File: src/rtl/modbus_rtu_pkg.sv
// Shared Modbus RTU definitions: receiver FSM encoding, parity modes,
// bit-timing derivation and the parity helper.
package modbus_rtu_pkg;

   typedef enum logic [2:0] {
      ST_IDLE   = 3'd0,
      ST_START  = 3'd1,
      ST_DATA   = 3'd2,
      ST_PARITY = 3'd3,
      ST_STOP   = 3'd4,
      ST_BREAK  = 3'd5
   } rx_fsm_e;

   localparam int PARITY_NONE = 0;
   localparam int PARITY_ODD  = 1;
   localparam int PARITY_EVEN = 2;

   function automatic int bps_param(input int clk_freq, input int baud_rate);
      return clk_freq / baud_rate;
   endfunction

   function automatic int half_bit(input int bps);
      return bps / 2;
   endfunction

   // Expected parity bit for a data byte under the given mode.
   function automatic logic expected_parity(input logic [7:0] data, input int mode);
      logic p;
      p = ^data;
      if (mode == PARITY_ODD) begin
         return ~p;
      end else begin
         return p;
      end
   endfunction

endpackage

File: src/rtl/modbus_sync_edge.sv
// Two-flop synchronizer for the RX pin plus a falling-edge detector;
// all stages reset high so an idle line never produces a false edge.
module modbus_sync_edge (
   input  logic clk,
   input  logic rst,
   input  logic din,
   output logic dout,
   output logic fall
);

   logic meta_r;
   logic sync_r;
   logic prev_r;

   // Synchronizer chain and edge-history register.
   always_ff @(posedge clk or posedge rst) begin
      if (rst) begin
         meta_r <= 1'b1;
         sync_r <= 1'b1;
         prev_r <= 1'b1;
      end else begin
         meta_r <= din;
         sync_r <= meta_r;
         prev_r <= sync_r;
      end
   end

   assign dout = sync_r;
   assign fall = prev_r & ~sync_r;

endmodule

File: src/rtl/modbus_uart_byte_rx.sv
// Modbus RTU UART byte receiver: mid-bit sampling, LSB-first data,
// optional parity, stop-bit check and break handling.
module modbus_uart_byte_rx
   import modbus_rtu_pkg::*;
#(
   parameter int CLK_FREQ  = 50000000,
   parameter int BAUD_RATE = 9600,
   parameter int PARITY    = 0
) (
   input  logic       clk,
   input  logic       rst,
   input  logic       rx_pin,
   output logic [7:0] rx_data,
   output logic       rx_done,
   output logic       rx_state,
   output logic       parity_err,
   output logic       frame_err
);

   localparam int BPS_PARAM = bps_param(CLK_FREQ, BAUD_RATE);
   localparam int HALF      = half_bit(BPS_PARAM);
   localparam int CNT_W     = (BPS_PARAM > 1) ? $clog2(BPS_PARAM) : 1;
   localparam logic [CNT_W-1:0] CNT_ZERO = {CNT_W{1'b0}};
   localparam logic [CNT_W-1:0] CNT_ONE  = CNT_W'(1);
   localparam logic [CNT_W-1:0] CNT_MAX  = CNT_W'(BPS_PARAM - 1);
   localparam logic [CNT_W-1:0] CNT_HALF = CNT_W'(HALF);

   generate
      if (PARITY < PARITY_NONE || PARITY > PARITY_EVEN) begin : g_bad_parity
         $error("modbus_uart_byte_rx: PARITY must be 0, 1 or 2");
      end
   endgenerate

   logic             line_s;
   logic             fall_s;
   logic             sample_s;
   rx_fsm_e          state_r;
   rx_fsm_e          state_s;
   logic [CNT_W-1:0] cnt_r;
   logic [2:0]       bit_idx_r;
   logic [7:0]       shift_r;
   logic             par_bad_r;
   logic [7:0]       rx_data_r,    rx_data_s;
   logic             rx_done_r,    rx_done_s;
   logic             rx_state_r,   rx_state_s;
   logic             parity_err_r, parity_err_s;
   logic             frame_err_r,  frame_err_s;

   modbus_sync_edge u_sync (
      .clk  (clk),
      .rst  (rst),
      .din  (rx_pin),
      .dout (line_s),
      .fall (fall_s)
   );

   assign sample_s = (cnt_r == CNT_HALF);

   // FSM state register.
   always_ff @(posedge clk or posedge rst) begin
      if (rst) begin
         state_r <= ST_IDLE;
      end else begin
         state_r <= state_s;
      end
   end

   // Next-state logic.
   always_comb begin
      state_s = state_r;
      case (state_r)
         ST_IDLE: begin
            if (fall_s) state_s = ST_START;
            else        state_s = ST_IDLE;
         end
         ST_START: begin
            if (sample_s) state_s = line_s ? ST_IDLE : ST_DATA;
            else          state_s = ST_START;
         end
         ST_DATA: begin
            if (sample_s && bit_idx_r == 3'd7)
               state_s = (PARITY != PARITY_NONE) ? ST_PARITY : ST_STOP;
            else
               state_s = ST_DATA;
         end
         ST_PARITY: begin
            if (sample_s) state_s = ST_STOP;
            else          state_s = ST_PARITY;
         end
         ST_STOP: begin
            if (sample_s) state_s = line_s ? ST_IDLE : ST_BREAK;
            else          state_s = ST_STOP;
         end
         ST_BREAK: begin
            if (line_s) state_s = ST_IDLE;
            else        state_s = ST_BREAK;
         end
         default: state_s = ST_IDLE;
      endcase
   end

   // Next values of the registered outputs; busy follows the next state so
   // it drops on the same edge as rx_done.
   always_comb begin
      rx_done_s    = 1'b0;
      rx_data_s    = rx_data_r;
      parity_err_s = parity_err_r;
      frame_err_s  = frame_err_r;
      case (state_s)
         ST_START, ST_DATA, ST_PARITY, ST_STOP: rx_state_s = 1'b1;
         default:                               rx_state_s = 1'b0;
      endcase
      if (state_r == ST_STOP && sample_s) begin
         rx_done_s    = 1'b1;
         rx_data_s    = shift_r;
         frame_err_s  = ~line_s;
         parity_err_s = (PARITY != PARITY_NONE) ? par_bad_r : 1'b0;
      end else begin
         rx_done_s = 1'b0;
      end
   end

   // Output registers.
   always_ff @(posedge clk or posedge rst) begin
      if (rst) begin
         rx_data_r    <= 8'h00;
         rx_done_r    <= 1'b0;
         rx_state_r   <= 1'b0;
         parity_err_r <= 1'b0;
         frame_err_r  <= 1'b0;
      end else begin
         rx_data_r    <= rx_data_s;
         rx_done_r    <= rx_done_s;
         rx_state_r   <= rx_state_s;
         parity_err_r <= parity_err_s;
         frame_err_r  <= frame_err_s;
      end
   end

   // Bit timer (the detection cycle counts as 0), bit index, shifter, parity check.
   always_ff @(posedge clk or posedge rst) begin
      if (rst) begin
         cnt_r     <= CNT_ZERO;
         bit_idx_r <= 3'd0;
         shift_r   <= 8'h00;
         par_bad_r <= 1'b0;
      end else begin
         if (state_r == ST_IDLE)       cnt_r <= fall_s ? CNT_ONE : CNT_ZERO;
         else if (state_r == ST_BREAK) cnt_r <= CNT_ZERO;
         else if (cnt_r == CNT_MAX)    cnt_r <= CNT_ZERO;
         else                          cnt_r <= cnt_r + CNT_ONE;

         if (state_r == ST_START) begin
            bit_idx_r <= 3'd0;
            par_bad_r <= 1'b0;
         end else if (state_r == ST_DATA && sample_s) begin
            bit_idx_r <= bit_idx_r + 3'd1;
            shift_r   <= {line_s, shift_r[7:1]};
         end else if (state_r == ST_PARITY && sample_s) begin
            par_bad_r <= (line_s != expected_parity(shift_r, PARITY));
         end
      end
   end

   assign rx_data    = rx_data_r;
   assign rx_done    = rx_done_r;
   assign rx_state   = rx_state_r;
   assign parity_err = parity_err_r;
   assign frame_err  = frame_err_r;

endmodule

File: config.mk
export PLATFORM = sky130hd
export DESIGN_NAME = modbus_uart_byte_rx
export DESIGN_NICKNAME = d
export VERILOG_FILES = /design/src/rtl/modbus_rtu_pkg.sv /design/src/rtl/modbus_sync_edge.sv /design/src/rtl/modbus_uart_byte_rx.sv
export SDC_FILE = /design/constraint.sdc
export NUM_CORES = 1
export LEC_CHECK = 0
export ABC_AREA = 1
export BUFFER_PORTS_ARGS = -buffer_cell sky130_fd_sc_hd__buf_2
export CAP_MARGIN = 20
export CORE_MARGIN = 10
export CORE_UTILIZATION = 53
export DETAILED_ROUTE_END_ITERATION = 8
export GPL_TIMING_DRIVEN = 0
export PLACE_DENSITY = 0.74
export SYNTH_ARGS = -nofsm -noshare
export SYNTH_HDL_FRONTEND = slang
export SYNTH_SLANG_ARGS = --single-unit
File: constraint.sdc
create_clock -name clk -period 1.75 [get_ports clk]
set_clock_uncertainty 0.2 [all_clocks]
set_input_delay 0.175 -clock clk [delete_from_list [all_inputs] [get_ports clk]]
set_output_delay 0.175 -clock clk [all_outputs]
set_load 0.05 [all_outputs]
==> results of run 1 <==
## area by class of cell
class                      count  share of cell area (%)
clock inverter                 3                    1.83
tap                           48                    2.38
buffer                         5                    2.23
timing repair buffer          23                    6.44
multi-input combinational    156                    37.9
clock buffer                   5                    2.72
inverter                      38                    5.65
sequential                    41                    40.8
## through the flow
stage,hold WS [ns],setup slack (ns),std cells,setup TNS (ns)
detailed placement,0.0817,-0.0695,300,-0.695
finish,0.161,0.0286,319,0
global placement,0.0802,-0.0793,300,-3.30
CTS,0.164,0.00379,311,0
floorplan,-0.0205,0.0837,239,0
global route,0.164,-0.0751,319,-0.348
## flip-flops by register name, indices dropped and copies added (netlist names)
| name | count |
|---|---|
| frame_err | 1 |
| rx_state | 1 |
| u_sync.meta_r | 1 |
| state_r | 3 |
| shift_r | 8 |
| rx_done | 1 |
| u_sync.prev_r | 1 |
| rx_data | 8 |
| cnt_r | 13 |
| u_sync.dout | 1 |
| bit_idx_r | 3 |
## logic make-up (layout without fill, tap and decap cells)
kind of cell	after synthesis	count (layout)	synth area share [%]
xor gates and xnor gates	5	5	2.12
adders and majority gates	4	4	2.42
buffers and inverters	43	74	8.95
AOI/OAI and AO/OA	20	20	6.05
DFF	41	41	49.8
other	1	1	0.181
and+or+nand+nor	125	126	30.5
## critical path, stage by stage, from the launching register on
cell and delay [ns]:
dfrtp_1 0.38, ha_2 0.20, inv_2 0.05, nor2_4 0.11, nand4_1 0.20, nor2_2 0.20
nand2_1 0.10, nand2_1 0.06, nor3b_2 0.14
## what timing repair did
item	CTS	global route
endpoints found under the hold margin	39	0
cloned	0	2
setup endpoints to repair	17	34
hold buffers	2	0
resized for setup	1	32
pin swaps	3	10
buffers inserted	1	6
## worst paths after layout
check	end	cells after the start	slack, ns
max	cnt_r[12]	8	0.03
min	u_sync.dout	0	0.16
max reg2reg	cnt_r[12]	8	0.03
min reg2reg	u_sync.dout	0	0.16
max in group asynchronous	cnt_r[6]	3	0.40
min in group asynchronous	rx_data[5]	3	0.38
## synth_stat cells (2+ instances only)
cell type,instances,area (µm²)
nor2_4,2,22.5
a21oi_1,10,50.1
ha_1,4,50.1
nor2_1,29,109
dfstp_2,3,78.8
inv_2,4,15.0
nor4_1,3,18.8
xor2_1,5,43.8
nor2_2,6,37.5
dfrtp_1,38,951
nand3_1,19,95.1
buf_4,2,15.0
nand2_2,5,31.3
buf_6,2,22.5
nor3_1,3,15.0
o21ai_2,6,52.6
nand2_1,45,169
nor3_2,2,20.0
nand4_1,3,18.8
nor3b_2,3,37.5
inv_1,34,128
## power groups by stage
stage               sequential, µW  combinational (µW)  clock [µW]
finish                        1090                 560         767
global route                  1100                 631         830
CTS                           1080                 420         778
detailed placement            1100                 405           0
global placement              1100                 396           0
floorplan                     1100                 325           0
## cell usage in the layout, fill, tap and decap left out, types with 2 or more instances in the layout
cell type / count
nand2_1: 42
dfrtp_1: 37
inv_1: 30
nor2_1: 25
nand3_1: 17
buf_2: 13
inv_2: 8
a21oi_1: 8
buf_4: 8
nand2_2: 7
nor2_2: 7
o21ai_2: 6
nor2_4: 5
xor2_1: 5
clkbuf_8: 5
buf_6: 3
nor3b_2: 3
nor3_2: 3
nand3_2: 3
nand4_1: 3
ha_2: 3
dfstp_2: 3
nand3_4: 2
o21ai_1: 2
nor4_1: 2
nor3_1: 2
a21oi_2: 2
dlygate4sd3_1: 2
## per-layer routing
metal | share of wire (%) | routed length [µm] | up-vias
met5 | 0 | 0 | -
met4 | 1.5 | 61 | 0
met3 | 5.4 | 214 | 7
met2 | 45 | 1760 | 32
met1 | 48 | 1910 | 724
li1 | - | - | 814
==> impl_metrics.tcl, run 1 <==
set metrics [dict create \
    area_growth_pct 22.1 \
    status "finished, final reports clean" \
    power_frac_clock_pct 31.7 \
    tightest_slew_ns 0.831 \
    maxCapViolations 0 \
    rsz0062_at_grt "yes" \
    swShare_pct 31.6 \
    ys_warn_count 0 \
    start_kind "flop" \
    fin_nets 277 \
    vias_per_cell 4.94 \
    via_count 1577 \
    multi_input_comb_area_um2 958 \
    antenna_left 0 \
    regToRegStartpoint "cnt_r[0]" \
    fin_util_pct 68.0 \
    antenna_found_initial 0 \
    use_met3_pct 4.10 \
    relSlewSlack_pct 44.5 \
    synthFlopType "dfrtp_1" \
    power_uw 2420 \
    timing.final.hold_violations 0 \
    hp-class "reg -> reg" \
    wire_per_inst_um 12.4 \
    clockBufferDepth 2 \
    drc 0 \
    overflow 0 \
    fmax_ghz 0.581 \
    track_usage_pct 12.0 \
    post-route-period-util_pct 98.4 \
    synth_cell_types 32 \
    busiest_layer "met2" \
    worstSetupEndpointType "flop" \
    port_buffers 13 \
    netSwitchingPower_uw 766 \
    first_global_vias 1472 \
    fin_crit_ns 1.72 \
    dpl.hpwl_um 2610 \
    ff_latch_area_um2 1030 \
    die-height_um 82.5 \
    fin_area_um2 2530 \
    io_pins 15 \
    fp.dieW_um 82.5 \
    cp.required_ns 1.77 \
    grtUsageMet1_pct 16.3 \
    min_from "u_sync.meta_r" \
    diodes 0 \
    syn_inst 239 \
    path_clk_slew_ns 0.08 \
    path_class "reg -> reg" \
    drt_iter0_markers 151 \
    numCtsBuffers 5 \
    avgSynthCellArea_um2 8.66 \
    setup_viol 0 \
    htreeDepth 2 \
    seq_power_share_pct 45.2 \
    dpl-instance-area_um2 2190 \
    ys_seq_area_share_pct 49.8 \
    syn-num-nets 246 \
    wirelength_um 3940 \
    grt_pass1_wl_um 6420 \
    placementRows 22 \
    cp.arrival_ns 1.74 \
    dr.pass1.iters 4 \
    internal_power_uw 1660 \
    worst-path-max-fanout 3 \
    synthArstFlopShare_pct 100 \
    gp_congestion 0.842 \
    grt_max_degree 42 \
    drive_gt1_share_pct 33.9 \
    powerDensity_nw_per_um2 958 \
    p_leak_uw 0.00125 \
    met2_usage_pct 17.7 \
    die-area_um2 6800 \
    yosys_register_bits 41 \
    vdd_drop_max_v 0.000833 \
    cts_root_buf "clkbuf_8" \
    insertion_delay_ns 0.30 \
    p_comb_share_pct 23.1 \
    syn-cell-area_um2 2070 \
    fillers 279 \
    core_area_um2 3720 \
    cts_num_sinks 41 \
    maxSlewViolCount 0 \
    crit_start "cnt_r[0]" \
    tritoncts "built" \
    start_util_pct 55.7 \
    synth_edf_count 0 \
]
(Power assumes the default switching activity.)
==> run 2: changes to the inputs <==
--- a/config.mk
+++ b/config.mk
@@ -13,6 +13,7 @@
 export DETAILED_ROUTE_END_ITERATION = 8
 export GPL_TIMING_DRIVEN = 0
 export PLACE_DENSITY = 0.74
+export REMOVE_ABC_BUFFERS = 1
 export SYNTH_ARGS = -nofsm -noshare
 export SYNTH_HDL_FRONTEND = slang
 export SYNTH_SLANG_ARGS = --single-unit
==> run 2 against run 1 <==
Net effect:
- die area unchanged
- critical path depth unchanged
- register-to-register slack about the same
- clock power is 3.9% higher
- setup slack worse by 0.00053 ns
- clock-buffer cell count grew 1
- first-iteration DRC count grew 4.6%
- maximum frequency barely moved
- non-clock buffer count is 3 higher
- total power up 1.8%
- critical endpoint is now rx_data[0]
- largest power group unchanged
==> impl_metrics.tcl, run 2 (synthesis results as in run 1) <==
set metrics [dict create \
    holdPathStages 0 \
    grt_pass1_wl_um 6800 \
    worstSetupEndpointType "flop" \
    fp.dieW_um 82.5 \
    crit_start "cnt_r[0]" \
    dp_slack_ns -0.211 \
    dr.pass1.iters 4 \
    placementRows 22 \
    internal_power_uw 1690 \
    track_usage_pct 12.7 \
    clockBufferDepth 2 \
    seq_power_share_pct 44.7 \
    area_growth_pct 24.1 \
    regToRegStartpoint "cnt_r[0]" \
    wirelength_um 4460 \
    swShare_pct 31.3 \
    power_uw 2460 \
    tightest_slew_ns 0.833 \
    antenna_found_initial 0 \
    maxSlewViolCount 0 \
    timing.final.ws_setup_ns 0.0281 \
    p_comb_share_pct 23.0 \
    fin_crit_ns 1.72 \
    numCtsBuffers 5 \
    rsz0062_at_grt "yes" \
    r2r_cells 8 \
    min_from "u_sync.meta_r" \
    timing.final.hold_violations 0 \
    start_util_pct 55.7 \
    fin_nets 281 \
    diodes 0 \
    vdd_drop_max_v 0.000760 \
    fmax_ghz 0.581 \
    tritoncts "built" \
    drt_iter0_markers 158 \
    path_class "reg -> reg" \
    die-area_um2 6800 \
    drive_gt1_share_pct 37.5 \
    status "finished, final reports clean" \
    p_leak_uw 0.00127 \
    cts_root_buf "clkbuf_8" \
    powerDensity_nw_per_um2 960 \
    power_frac_clock_pct 32.3 \
    layout_common_cells "38 x nand2_1, 32 x dfrtp_1, 30 x inv_1" \
    gp_congestion 0.838 \
    overflow 0 \
    worst-path-max-fanout 8 \
    relSlewSlack_pct 44.4 \
    dpl-instance-area_um2 2150 \
    dpl.hpwl_um 2600 \
    path_clk_slew_ns 0.09 \
    core_area_um2 3720 \
    io_pins 15 \
    hp-class "reg -> reg" \
    vias_per_cell 5.06 \
    start_kind "flop" \
    post-route-period-util_pct 98.4 \
    cts_num_sinks 41 \
    first_global_vias 1536 \
    cp.arrival_ns 1.76 \
    antenna_left 0 \
    grt_max_degree 42 \
    htreeDepth 2 \
    die-height_um 82.5 \
    port_buffers 13 \
    maxCapViolations 0 \
    final_common_cell "nand2_1" \
    setup_viol 0 \
    largest_register_ffs 13 \
    cp.required_ns 1.79 \
    netSwitchingPower_uw 773 \
    drc 0 \
    fin_area_um2 2570 \
    regMostFlops "cnt_r" \
    wire_per_inst_um 13.8 \
    insertion_delay_ns 0.29 \
    via_count 1633 \
]
[run 2: cell types whose count changed in the layout (fill, tap and decap cells not counted), moves of 2 or more]
cell | previous run | this run
buf_4 | 8 | 16
buf_6 | 3 | 0
dfrtp_1 | 37 | 32
dfrtp_2 | 1 | 6
nand2_1 | 42 | 38
nand2_2 | 7 | 10
nor3_2 | 3 | 1
[run 2: worst max-delay path: stages, from the launching register on]
cell,delay [ns]
dfrtp_1,0.41
inv_2,0.09
ha_4,0.14
nand2_4,0.06
nor3b_4,0.32
nand3_4,0.21
inv_2,0.12
nand2_1,0.05
nand2_1,0.05
[run 2: metal layers]
metal	track usage [%]	up-vias	share of wire, %
li1	-	822	-
met5	0	-	0
met1	16.4	767	46
met4	3.57	0	1.3
met2	20.8	35	49
met3	3.02	9	4.4
[run 2: power by group through the flow]
stage | registers, µW | clock network (µW) | logic (µW)
finish | 1100 | 797 | 566
global route | 1110 | 848 | 617
CTS | 1090 | 801 | 476
detailed placement | 1110 | 0 | 398
global placement | 1100 | 0 | 387
floorplan | 1100 | 0 | 318
[run 2: area by class of cell]
| cell class | count | area [µm²] |
|---|---|---|
| Clock buffer | 6 | 82.6 |
| Clock inverter | 2 | 37.5 |
| Fill cell | 281 | 1150 |
| Inverter | 38 | 143 |
| Multi-Input combinational cell | 157 | 1000 |
| Sequential cell | 41 | 1040 |
| Tap cell | 48 | 60.1 |
| Timing Repair Buffer | 31 | 205 |
[run 2: timing repair]
| action | in CTS | in global routing |
|---|---|---|
| hold buffers | 2 | 0 |
| setup endpoints to repair | 25 | 32 |
| resized for setup | 19 | 21 |
| hold endpoints to repair | 39 | 0 |
| pin swaps | 7 | 17 |
| setup buffers | 3 | 13 |
| cloned | 1 | 1 |
[run 2: final timing paths]
kind	to	slack (ns)
worst max register to register	rx_data[0]	0.03
min in group asynchronous	rx_data[4]	0.39
worst min-delay path	u_sync.dout	0.15
worst max-delay path	rx_data[0]	0.03
worst min register to register	u_sync.dout	0.15
max in group asynchronous	cnt_r[8]	0.38
[run 2: stage by stage]
stage          hold slack [ns]  instances  utilization, %  setup TNS, ns
6_report                 0.149        323            69.1              0
5_1_grt                  0.156        323            69.1         -0.323
4_1_cts                  0.155        309            64.4              0
3_5_place_dp            0.0816        295            57.9          -2.44
3_3_place_gp            0.0805        295            57.9          -5.06
2_1_floorplan          -0.0205        234               -              0
